===== src/rtl/vga_pkg.sv =====
// Shared VGA display-path types and screen geometry.
package vga_pkg;
  localparam int VGA_WIDTH  = 640;
  localparam int VGA_HEIGHT = 480;

  typedef logic [7:0]  pix_t;    // {R[2:0],G[2:0],B[1:0]}
  typedef logic [10:0] coord_t;
endpackage


===== src/rtl/vga_sprite_addr_gen.sv =====
// Sprite window, frame-latched position/enable and divide-free scaled ROM addressing.
// One registered stage: rom_addr and vis follow hc/vc by 1 clk; no backpressure.
module vga_sprite_addr_gen
  import vga_pkg::*;
#(
  parameter int IMG_W  = 175,
  parameter int IMG_H  = 175,
  parameter int ADDR_W = 15,
  parameter int SCALE  = 1
) (
  input  logic              clk,
  input  logic              rst_n,
  input  coord_t            hc,
  input  coord_t            vc,
  input  logic              blank,
  input  logic              frame_start,
  input  logic              enable,
  input  coord_t            pos_x,
  input  coord_t            pos_y,
  output logic [ADDR_W-1:0] rom_addr,
  output logic              vis
);
  localparam logic [11:0]       SPAN_X   = 12'(IMG_W * SCALE);
  localparam logic [11:0]       SPAN_Y   = 12'(IMG_H * SCALE);
  localparam logic [3:0]        SUB_LAST = 4'(SCALE - 1);
  localparam logic [ADDR_W-1:0] ROW_STEP = ADDR_W'(IMG_W);

  coord_t            r_sx, r_sy;
  logic              r_en;
  logic [3:0]        r_col_sub, r_row_sub;
  logic [ADDR_W-1:0] r_col_addr, r_row_base, r_rom_addr;
  logic              r_vis;

  logic [11:0]       w_x_end, w_y_end;
  logic              w_hhit, w_vhit, w_in_win, w_on_screen;
  logic              w_line_start, w_line_end;
  logic [3:0]        w_sub;
  logic [ADDR_W-1:0] w_addr;

  assign w_x_end      = {1'b0, r_sx} + SPAN_X;
  assign w_y_end      = {1'b0, r_sy} + SPAN_Y;
  assign w_hhit       = (hc >= r_sx) && ({1'b0, hc} < w_x_end);
  assign w_vhit       = (vc >= r_sy) && ({1'b0, vc} < w_y_end);
  assign w_in_win     = w_hhit && w_vhit;
  assign w_on_screen  = (hc < coord_t'(VGA_WIDTH)) && (vc < coord_t'(VGA_HEIGHT));
  assign w_line_start = w_in_win && (hc == r_sx);
  assign w_line_end   = w_in_win && ({1'b0, hc} == w_x_end - 12'd1);

  // First pixel of a line restarts from the row base without waiting a cycle.
  assign w_sub  = w_line_start ? 4'd0 : r_col_sub;
  assign w_addr = w_line_start ? r_row_base : r_col_addr;

  always_ff @(posedge clk or negedge rst_n) begin
    if (!rst_n) begin
      r_sx       <= '0;
      r_sy       <= '0;
      r_en       <= 1'b0;
      r_col_sub  <= '0;
      r_row_sub  <= '0;
      r_col_addr <= '0;
      r_row_base <= '0;
      r_rom_addr <= '0;
      r_vis      <= 1'b0;
    end else begin
      if (frame_start) begin
        r_sx <= pos_x;
        r_sy <= pos_y;
        r_en <= enable;
      end
      if (w_in_win) begin
        r_rom_addr <= w_addr;
        if (w_sub == SUB_LAST) begin
          r_col_sub  <= 4'd0;
          r_col_addr <= w_addr + 1'b1;
        end else begin
          r_col_sub  <= w_sub + 4'd1;
          r_col_addr <= w_addr;
        end
      end
      if (frame_start) begin
        r_row_sub  <= 4'd0;
        r_row_base <= '0;
      end else if (w_line_end) begin
        if (r_row_sub == SUB_LAST) begin
          r_row_sub  <= 4'd0;
          r_row_base <= r_row_base + ROW_STEP;
        end else begin
          r_row_sub <= r_row_sub + 4'd1;
        end
      end
      r_vis <= w_in_win && !blank && r_en && w_on_screen;
    end
  end

  assign rom_addr = r_rom_addr;
  assign vis      = r_vis;
endmodule


===== src/rtl/vga_sprite_engine.sv =====
// Sprite blitter: address gen, ROM-latency alignment, colour key, registered RGB out.
// Latency ROM_LAT+1 clk from the edge sampling hc to RGB; streaming, no backpressure.
module vga_sprite_engine
  import vga_pkg::*;
#(
  parameter int   IMG_W   = 175,
  parameter int   IMG_H   = 175,
  parameter int   ADDR_W  = 15,
  parameter int   SCALE   = 1,
  parameter int   ROM_LAT = 1,
  parameter bit   KEY_EN  = 1'b1,
  parameter pix_t KEY     = 8'hE3
) (
  input  logic              clk,
  input  logic              rst_n,
  input  coord_t            hc,
  input  coord_t            vc,
  input  logic              blank,
  input  logic              frame_start,
  input  logic              enable,
  input  coord_t            pos_x,
  input  coord_t            pos_y,
  output logic [ADDR_W-1:0] rom_addr,
  input  pix_t              rom_data,
  output logic [2:0]        R,
  output logic [2:0]        G,
  output logic [1:0]        B,
  output logic              inside_image
);
  logic               w_vis0, w_vis, w_keyed;
  logic [ROM_LAT-1:0] r_vis_sr;
  pix_t               r_pix;
  logic               r_inside;

  vga_sprite_addr_gen #(
    .IMG_W (IMG_W),
    .IMG_H (IMG_H),
    .ADDR_W(ADDR_W),
    .SCALE (SCALE)
  ) u_addr_gen (
    .clk        (clk),
    .rst_n      (rst_n),
    .hc         (hc),
    .vc         (vc),
    .blank      (blank),
    .frame_start(frame_start),
    .enable     (enable),
    .pos_x      (pos_x),
    .pos_y      (pos_y),
    .rom_addr   (rom_addr),
    .vis        (w_vis0)
  );

  // Visibility travels alongside the ROM read so it lines up with rom_data.
  assign w_vis   = r_vis_sr[ROM_LAT-1];
  assign w_keyed = KEY_EN && (rom_data == KEY);

  always_ff @(posedge clk or negedge rst_n) begin
    if (!rst_n) begin
      r_vis_sr <= '0;
      r_pix    <= '0;
      r_inside <= 1'b0;
    end else begin
      r_vis_sr[0] <= w_vis0;
      for (int i = 1; i < ROM_LAT; i++) r_vis_sr[i] <= r_vis_sr[i-1];
      if (w_vis && !w_keyed) begin
        r_pix    <= rom_data;
        r_inside <= 1'b1;
      end else begin
        r_pix    <= '0;
        r_inside <= 1'b0;
      end
    end
  end

  assign {R, G, B}    = r_pix;
  assign inside_image = r_inside;
endmodule


===== config.mk =====
export PLATFORM = sky130hd
export DESIGN_NAME = vga_sprite_engine
export DESIGN_NICKNAME = d
export VERILOG_FILES = /design/src/rtl/vga_pkg.sv /design/src/rtl/vga_sprite_addr_gen.sv /design/src/rtl/vga_sprite_engine.sv
export SDC_FILE = /design/constraint.sdc
export NUM_CORES = 1
export LEC_CHECK = 0
export ABC_AREA = 1
export CELL_PAD_IN_SITES_DETAIL_PLACEMENT = 2
export CELL_PAD_IN_SITES_GLOBAL_PLACEMENT = 2
export CORE_MARGIN = 3
export CORE_UTILIZATION = 29
export DETAILED_ROUTE_END_ITERATION = 10
export GPL_TIMING_DRIVEN = 0
export PLACE_DENSITY_LB_ADDON = 0.15
export SYNTH_ARGS = -nofsm -noshare
export SYNTH_HDL_FRONTEND = slang
export SYNTH_HIERARCHICAL = 1
export SYNTH_SLANG_ARGS = --single-unit

===== constraint.sdc =====
create_clock -name clk -period 3.2 [get_ports clk]
set_input_delay 0.8 -clock clk [delete_from_list [all_inputs] [get_ports clk]]
set_output_delay 0.8 -clock clk [all_outputs]
set_load 0.005 [all_outputs]

==> flow_summary.yaml <==
run_status:
  status: "finished, violations left"
  violations: "setup timing"
timing:
  layout_setup_ws_ns: -0.554
  hold_violations: 0
  post-route-period-util_pct: 117
  fin_skew_ns: 0.00780
  relSlewSlack_pct: 52.3
  tightestPinTransition_ns: 0.715
  setup_viol: 49
  max_freq_mhz: 266
  maxSlewViolCount: 0
  rsz0062_at_grt: "true"
  period_needed_ns: 3.75
  setup_tns_ns: -14.48
floorplanning:
  start_util_pct: 29.8
  dieArea_um2: 23600
  die_h_um: 154
  io-pin-count: 81
  core_area_um2: 21200
  row_count: 53
  fp.dieW_um: 154
clock_tree:
  numClockSinks: 87
  root_buffer: "clkbuf_16"
  cts_htree_levels: 3
  clk_path_buf_depth: 2
  cts-buffers-inserted: 9
  clk_pin_slew_ns: 0.06
  clock_latency_ns: 0.35
  ctsHoldBuffers: 0
  cts_tree: "built"
layout:
  multiInputGateArea_um2: 4040
  area_growth_pct: 39.3
  final_util_pct: 41.5
  nets: 1106
  fill_cells: 2445
  seqCellArea_um2: 2180
  drive_gt1_share_pct: 20.6
  num_antenna_cells: 0
  stdcell_count: 1276
synthesis:
  avgSynthCellArea_um2: 7.41
  syn_nets: 962
  yosysMostFrequentCell: "nand2_1"
  synth_area_um2: 6320
  ys_warn_count: 6
  yosysTopAreaCell: "dfrtp_1"
  synth_top_cell_area_share_pct: 34.4
  syn_inst: 853
  synthFlopType: "dfrtp_1"
  ys_ff_latch: 87
  synth_edf_count: 0
  synthTopCellsByCount: "nand2_1 (228), inv_1 (100), dfrtp_1 (87)"
  synth_seq_area_share_pct: 34.4
  synth_area_leaders: "dfrtp_1 (34%), nand2_1 (14%), ha_1 (10%), inv_1 (5.9%), xor2_1 (4.6%)"
  ys_types: 47
  async_flop_share_pct: 100
drt:
  drt-vias-per-instance: 4.87
  routedWlPerCell_um: 18.3
  antenna_left: 0
  vias: 6216
  drc: 0
  first_iter_violations: 243
  drt_wl_total_um: 23300
  drtPass1Iterations: 4
power_and_ir_drop:
  power_density_nw_per_um2: 570
  cellLeakagePower_uw: 0.00408
  ir_worst_vdd_mv: 0.307
setup_path:
  criticalPathCategory: "in2reg"
  r2r-start: "u_addr_gen/r_sy[0]$_DFFE_PN0P_"
  path_max_fanout: 5
  required_ns: 3.48
  critPathCaptureType: "flop"
  crit_path_end: "u_addr_gen/r_col_addr[10]$_DFFE_PN0N_"
  rr_worst_depth: 24
  ff2ff_setup_slack_ns: -0.51
  start_kind: "primary input"
  rr_endpoint: "u_addr_gen/r_col_addr[10]$_DFFE_PN0N_"
  critPathLaunch: "vc[7]"
  critPathArrivalTime_ns: 4.03
placed_design:
  io_buffers: 80
  dpl.hpwl_um: 16000
  place_congestion: 0.794
  place_inst: 1209
job:
  drv_cap: 0
hold_path:
  min_path_type: "in2async"
global_routing:
  grt_antenna_before_repair: 0
  grt_pass1_wl_um: 35500
  grt_pass1_vias: 6661
  grt_usage_pct: 18.6
  grt_overflow: 0
  grt_max_degree: 47
==> worst min-delay path by stage <==
stage / startpoint / endpoint / cells past startpoint
after global placement: u_addr_gen/vis$_DFF_PN0_ / r_vis_sr$_DFF_PN0_ / 0
after detailed placement: u_addr_gen/vis$_DFF_PN0_ / r_vis_sr$_DFF_PN0_ / 0
after global routing: u_addr_gen/vis$_DFF_PN0_ / r_vis_sr$_DFF_PN0_ / 0
after CTS: u_addr_gen/vis$_DFF_PN0_ / r_vis_sr$_DFF_PN0_ / 0
final: rst_n / r_pix[0]$_DFF_PN0_ / 1
after floorplan: u_addr_gen/vis$_DFF_PN0_ / r_vis_sr$_DFF_PN0_ / 0
==> layer usage <==
| layer | GRT usage [%] | vias up | part of all wire, % |
|---|---|---|---|
| met1 | 25.2 | 3089 | 45 |
| met4 | 2.65 | 0 | 0.75 |
| met2 | 32.4 | 86 | 51 |
| met3 | 2.31 | 13 | 2.6 |
| met5 | 0 | - | 0 |
| li1 | - | 3028 | - |
==> sequential cells by signal (all words and copies together) (netlist names) <==
name and flops:
u_addr_gen/r_col_addr 15, u_addr_gen/r_row_base 15, u_addr_gen/rom_addr 15, u_addr_gen/r_sx 11, u_addr_gen/r_sy 11, r_pix 8, u_addr_gen/r_col_sub 4, u_addr_gen/r_row_sub 4
inside_image 1, r_vis_sr 1, u_addr_gen/r_en 1, u_addr_gen/vis 1
==> area by class of cell <==
class	instances	area share, %
Timing Repair Buffer	133	14.5
Clock buffer	10	2.71
Sequential cell	87	24.8
Clock inverter	5	0.924
Inverter	110	4.90
Multi-Input combinational cell	636	45.8
Buffer	20	2.42
Tap cell	275	3.91
==> critical path: stages <==
cell             delay [ns]
clkdlybuf4s50_1        0.61
ha_1                   0.31
a21o_1                 0.17
nor2_1                 0.10
nand2_1                0.07
nand2_1                0.08
nand2_1                0.05
nand2_1                0.08
nand2_2                0.06
a21oi_4                0.23
nand3_4                0.12
buf_8                  0.16
buf_12                 0.12
nand2_4                0.06
ha_4                   0.16
nand2_8                0.07
nor2_4                 0.20
nand3_4                0.12
nor2_4                 0.18
buf_4                  0.13
nand2_1                0.04
nand3_1                0.10
==> cells in the final DEF (no fill, tap or decap), types with 13 or more instances in the layout <==
cell type and count:
a21oi_1 24, buf_4 44, clkdlybuf4s50_1 72, dfrtp_1 84
ha_1 47, inv_1 90, inv_2 13, nand2_1 204
nand2_2 23, nand3_1 44, nand4_1 14, nor2_1 62
o21ai_0 41, o21ai_1 26, xor2_1 32
==> logic make-up (layout without fill, tap and decap cells) <==
logic type | Yosys count | count (layout) | synth area share (%)
AO/OA/AOI/OAI | 127 | 127 | 11.3
buffers and inverters | 130 | 278 | 8.33
adder cells (fa/ha/maj) | 52 | 52 | 10.3
AND/OR/NAND/NOR | 418 | 418 | 30.0
flip-flops | 87 | 87 | 34.4
XOR/XNOR | 39 | 39 | 5.64
==> power breakdown <==
group | switching, µW | internal (µW)
logic | 1310 | 989
registers | 219 | 1320
clock network | 480 | 704
total | 2010 | 3010
==> metrics by stage <==
stage               setup WS, ns  hold slack (ns)  power (µW)  instance area (µm²)
floorplan                -0.0280            0.331        2630                 6440
global placement           -2.42            0.394        3230                 7580
detailed placement         -1.10            0.396        3300                 7610
CTS                       -0.406            0.431        4830                 8460
global route              -0.856            0.443        5380                 8810
finish                    -0.554            0.436        5020                 8810
==> repair_timing <==
item,CTS,global route
gates cloned,0,2
buffers inserted,36,14
gates resized for setup,90,53
endpoints found under the setup margin,54,54
pin swaps,37,23
Note: power is estimated with default switching activity, not from simulation.
==> edit 1 (same settings) <==
Change the parameter `KEY_EN` from 1'b1 to 1'b0.
--- a/src/rtl/vga_sprite_engine.sv
+++ b/src/rtl/vga_sprite_engine.sv
@@ -10,3 +10,3 @@
   parameter int   ROM_LAT = 1,
-  parameter bit   KEY_EN  = 1'b1,
+  parameter bit   KEY_EN  = 1'b0,
   parameter pix_t KEY     = 8'hE3
Formal check against the unedited RTL: not equivalent (a bounded check fails within 10 cycles, from zero or initial values and one cycle with rst_n low).
==> edit 1 against the unedited design <==
  * The flow still finishes with violations (setup timing)
  * Clock skew up 0.0028 ns
  * First-iteration DRC count down 3.7%
  * Area after synthesis decreased by 0.61%
  * Die area fell by 0.58%
  * Synthesized cell count down 1.2%
  * Total power up 0.63%
  * Routed wire length grew 1.6%
  * Via count grew 1.8%
  * Setup slack worse by 0.030 ns
  * Non-clock buffer count grew 7
  * Core utilization grew 0.66 points
  * Critical path depth increased by 3
  * Design area rose by 1.3%
  * Sequential cell count stayed put
==> edit 1: results (changes against the unedited design) <==
status: finished with violations
failing checks: setup timing
Mapped Cells: 843 (-1.2%)
sequential fraction of the synthesis area: 34.6% (+0.21 points)
multi-input combinational area share: 46.9% (+1.1 points)
routability cong.: 0.785 (-1.1%)
Placed Cells: 1199 (-0.83%)
layout cells sized above 1: 25.4% (+4.8 points)
Signal buffers: 160 (+4.6%)
final WL: 23700 um (+1.6%)
top area cells in the synthesized netlist: dfrtp_1, nand2_1, ha_1, inv_1, xor2_1
Final nets: 1102 (-0.36%)
clk tree area frac: 3.47% (-0.17 points)
CP Max Fanout: 4 (-1)
vias in the first global route: 6813 (+2.3%)
first-pass GRT wire length: 36200 um (+1.8%)
multi-input gates: 628 (-1.3%)
Layout Cell Area excl Fill: 0.00892 mm^2 (+1.3%)
mean routed wirelength per cell: 18.6 um (+1.9%)
DP Area: 0.00757 mm^2 (-0.51%)
DP Worst Slack: -1.21 ns (-0.105 ns)
Inverters: 107 (-2.7%)
Setup WS post-layout: -0.584 ns (-0.0303 ns)
Adder-Cell Fraction of Synth Area: 10.4% (+0.064 points)
buffering overhead: 16.7% (-0.30 points)
worst r2r path cells: 25 (+4.2%)
VDD IR max: 0.279 mV (-9.0%)
Fill cells: 2402 (-1.8%)
Starting DRT DRC Count: 234 (-3.7%)
Compound-Gate Fraction of Synth Area: 11.4% (+0.070 points)
met2 Usage GRT: 32.4% (about the same)
xor/xnor share of the synthesized area: 5.68% (+0.035 points)
DR WL met3: 594 um (-1.2%)
synth cell count leaders: nand2_1, inv_1, dfrtp_1, nor2_1, ha_1
GRT Util Overall: 18.9% (+0.39 points)
# H-tree levels: 3 (unchanged)
largest net degree at the start of global routing: 52 (+11%)
Syn Nets: 952 (-1.0%)
reg-to-reg critical path endpoint: u_addr_gen/r_col_addr[9]
worst hold path type: reg -> reg
DP HPWL: 16000 um (about the same)
root buf cell: clkbuf_16
DR WL met2: 11600 um (-3.0%)
setup TNS: -12.69 ns (+1.79 ns)
GR Util met3: 2.27% (-0.043 points)
P_leak: 4.10 nW (+0.64%)
hold slack: 0.410 ns (-0.0255 ns)
layout clock buffer count: 11 (+1)
FF/Latch Area: 0.00218 mm^2 (+0.11%)
met1 usage: 25.4% (+0.16 points)
Finish-stage setup viols: 37 (-24%)
worst-margin pin slew: 0.826 ns (+0.112 ns)
==> edit 1: cell count changes in the layout (fill, tap and decap cells not counted), sizes merged <==
cell	unedited run	this run
clkdlybuf4s50	72	69
nor2	78	70
clkinv	3	4
clkdlybuf4s15	0	4
clkbuf	21	22
dlygate4sd2	7	6
buf	63	70
inv	109	106
bufinv	2	1
==> edit 1: repair_timing <==
action / in CTS / in global routing
endpoints found under the setup margin: 54 / 54
pin swaps: 34 / 44
setup buffers: 39 / 19
gates resized for setup: 86 / 96
==> edit 1: critical path, stage by stage (launching register included) <==
cell and delay, ns:
dfrtp_2 0.45, nor3_4 0.26, o21ai_2 0.12, nor2_2 0.12, nor2_2 0.07, xor2_1 0.17
ha_1 0.34, a21oi_2 0.16, nand2_2 0.09, nand2_2 0.06, nand2_2 0.06, a21oi_4 0.19
buf_6 0.13, nand3_4 0.07, buf_8 0.16, buf_12 0.13, nand2_8 0.06, ha_4 0.18
nand2_8 0.08, buf_12 0.15, nor2_4 0.13, buf_4 0.13, buf_4 0.10, nand2_1 0.05
nand2_1 0.08, o211ai_1 0.10
==> edit 1: how the worst max path moves through the flow <==
| stage | depth (start not counted) | start | endpoint |
|---|---|---|---|
| floorplan | 28 | u_addr_gen/r_sy[0] | u_addr_gen/r_col_addr[14] |
| global placement | 1 | rst_n | u_addr_gen/r_row_base[8] |
| detailed placement | 20 | hc[10] | u_addr_gen/r_col_addr[14] |
| CTS | 26 | u_addr_gen/r_sy[2] | u_addr_gen/r_col_addr[14] |
| global route | 28 | u_addr_gen/r_sy[0] | u_addr_gen/r_col_addr[9] |
| finish | 25 | u_addr_gen/r_sy[0] | u_addr_gen/r_col_addr[9] |
==> edit 1: power by group <==
part           switching, mW  internal (mW)  total, mW
sequential             0.218           1.32       1.53
clock                  0.508          0.637       1.14
combinational           1.33           1.04       2.37
==> edit 2 (same flow settings) <==
Made on the original files. Make the reset (`rst_n`) synchronous in 2 clocked blocks.
--- a/src/rtl/vga_sprite_addr_gen.sv
+++ b/src/rtl/vga_sprite_addr_gen.sv
@@ -52,3 +52,3 @@
 
-  always_ff @(posedge clk or negedge rst_n) begin
+  always_ff @(posedge clk) begin
     if (!rst_n) begin
--- a/src/rtl/vga_sprite_engine.sv
+++ b/src/rtl/vga_sprite_engine.sv
@@ -57,3 +57,3 @@
 
-  always_ff @(posedge clk or negedge rst_n) begin
+  always_ff @(posedge clk) begin
     if (!rst_n) begin
Formal check against the unedited RTL: differs if rst_n is asserted again (counterexample within 4 cycles, from zero or initial values and one cycle with rst_n low); with rst_n held inactive, the same outputs for 4 cycles.
==> edit 2 against the unedited design <==
  * Critical path depth increased by 6
  * Synthesized cell count up 3.2%
  * Maximum frequency increased by 0.90%
  * Setup slack improved by 0.033 ns
  * Design area shrank 1.5%
  * The flow still finishes with violations (setup timing)
  * Area after synthesis is 4.1% lower
  * Core utilization grew 1.1 points
  * First-iteration DRC count up 8.2%
  * Largest cell class unchanged
  * Highest routed layer unchanged
  * Routed wire length increased by 1.1%
  * Sequential cell count stayed put
  * Global-route usage grew 2.3 points
  * Critical endpoint is now u_addr_gen/r_col_addr[12]
Power is not compared: it rests on default switching activity, and its combinational part moved more than twofold at a synthesized area within 25%.
==> edit 2: results (changes against the unedited design) <==
CP Max Fanout: 6 (+1)
# H-tree levels: 3 (unchanged)
Fill cells: 2345 (-4.1%)
vias per cell: 4.93 (+1.3%)
first-pass GRT wire length: 37100 um (+4.5%)
Finish-stage setup viols: 46 (-6.1%)
sequential fraction of the synthesis area: 28.7% (-5.7 points)
layout cells sized above 1: 22.9% (+2.4 points)
CP Data Arrival Time: 3.98 ns (-0.05 ns)
clock buffer count from CTS: 9 (unchanged)
critical path's slowest cell: dfxtp_4
status: finished with violations
Layout Skew: 0.00996 ns (+0.00216 ns)
final WL: 23600 um (+1.1%)
Setup WS post-layout: -0.521 ns (+0.0334 ns)
drt first pass iters: 4 (unchanged)
DP Area: 0.00726 mm^2 (-4.6%)
Yosys cell types: 48 (+2.1%)
worst hold path type: reg -> reg
routability cong.: 0.784 (-1.3%)
normalized max-slew margin: 37.7% (-15 points)
root buf cell: clkbuf_16
Final nets: 1133 (+2.4%)
DP HPWL: 16600 um (+3.3%)
antenna cells: 0 (unchanged)
failing checks: setup timing
vias in the first global route: 6925 (+4.0%)
GRT Util Overall: 20.9% (+2.3 points)
largest net degree at the start of global routing: 17 (-64%)
VDD IR max: 0.248 mV
Starting DRT DRC Count: 263 (+8.2%)
Syn Nets: 989 (+2.8%)
top area cells in the synthesized netlist: dfxtp_1, nand2_1, ha_1, inv_1, a21oi_1
antenna violations before repair: 0 (unchanged)
CP peak stage delay: 0.39 ns (-0.22 ns)
synth cell count leaders: nand2_1, inv_1, dfxtp_1, a21oi_1, nor2_1
Async S/R FF share, synth: 0% (-100 points)
edit 2: area by class of cell:
cell class                 count  area share, %
inverter                     128           5.96
sequential                    87           20.3
multi-input combinational    642           49.9
tap                          270           3.89
buffer                        23           2.26
timing repair buffer         133           13.9
clock buffer                   9           2.60
clock inverter                 7           1.17
edit 2: cells by family after synthesis:
| kind of cell | Yosys count | synth area share, % |
|---|---|---|
| AOI/OAI and AO/OA | 158 | 14.7 |
| xor gates and xnor gates | 41 | 6.17 |
| adders and majority gates | 52 | 10.7 |
| buffers and inverters | 151 | 9.82 |
| DFF | 87 | 28.7 |
| and+or+nand+nor | 391 | 29.8 |
edit 2: repair_timing:
action / 4_1_cts / 5_1_grt
pin swaps: 43 / 23
endpoints found under the hold margin: 0 / 0
setup endpoints to repair: 54 / 54
buffers inserted: 43 / 10
gates resized for setup: 136 / 48
edit 2: power breakdown:
group	leakage, nW	switching [mW]	total, mW	internal [mW]
combinational	2.83	0.504	0.915	0.411
clock	0.158	0.511	1.21	0.695
sequential	0.712	0.0366	1.16	1.12
edit 2: worst max-delay path, delay by kind of cell, from the launching register on:
family / cells / cell delay (ns)
compound gates: 2 / 0.30
flops: 1 / 0.39
xor+xnor: 1 / 0.20
fa+ha+maj: 3 / 0.61
simple gates: 17 / 1.80
buf+inv: 5 / 0.34
edit 2: worst paths after layout:
path / startpoint / to / slack, ns / cells after the start
setup reg to reg: u_addr_gen/r_sx[0] / u_addr_gen/r_col_addr[12] / -0.52 / 28
hold reg to reg: u_addr_gen/vis / r_vis_sr / 0.45 / 2
setup / recovery: u_addr_gen/r_sx[0] / u_addr_gen/r_col_addr[12] / -0.52 / 28
hold / removal: u_addr_gen/vis / r_vis_sr / 0.45 / 2
edit 2: routing by layer:
metal / global-route usage, % / up-vias / part of all wire, %
met4: 4.76 / 0 / 1.5
met3: 3.16 / 21 / 2.7
met5: 0 / - / 0
li1: - / 3145 / -
met2: 35.8 / 75 / 49
met1: 27.7 / 3169 / 47
edit 2: metrics by stage:
step           setup WS (ns)  cells  TNS [ns]  util [%]
3_3_place_gp           -1.34   1230    -50.21      35.6
6_report              -0.521   1299    -11.78      42.6
3_5_place_dp           -1.41   1230    -53.34      35.6
5_1_grt               -0.723   1299    -22.13      42.6
4_1_cts               -0.436   1289     -9.37      41.3
2_1_floorplan         -0.110    880    -0.352         -
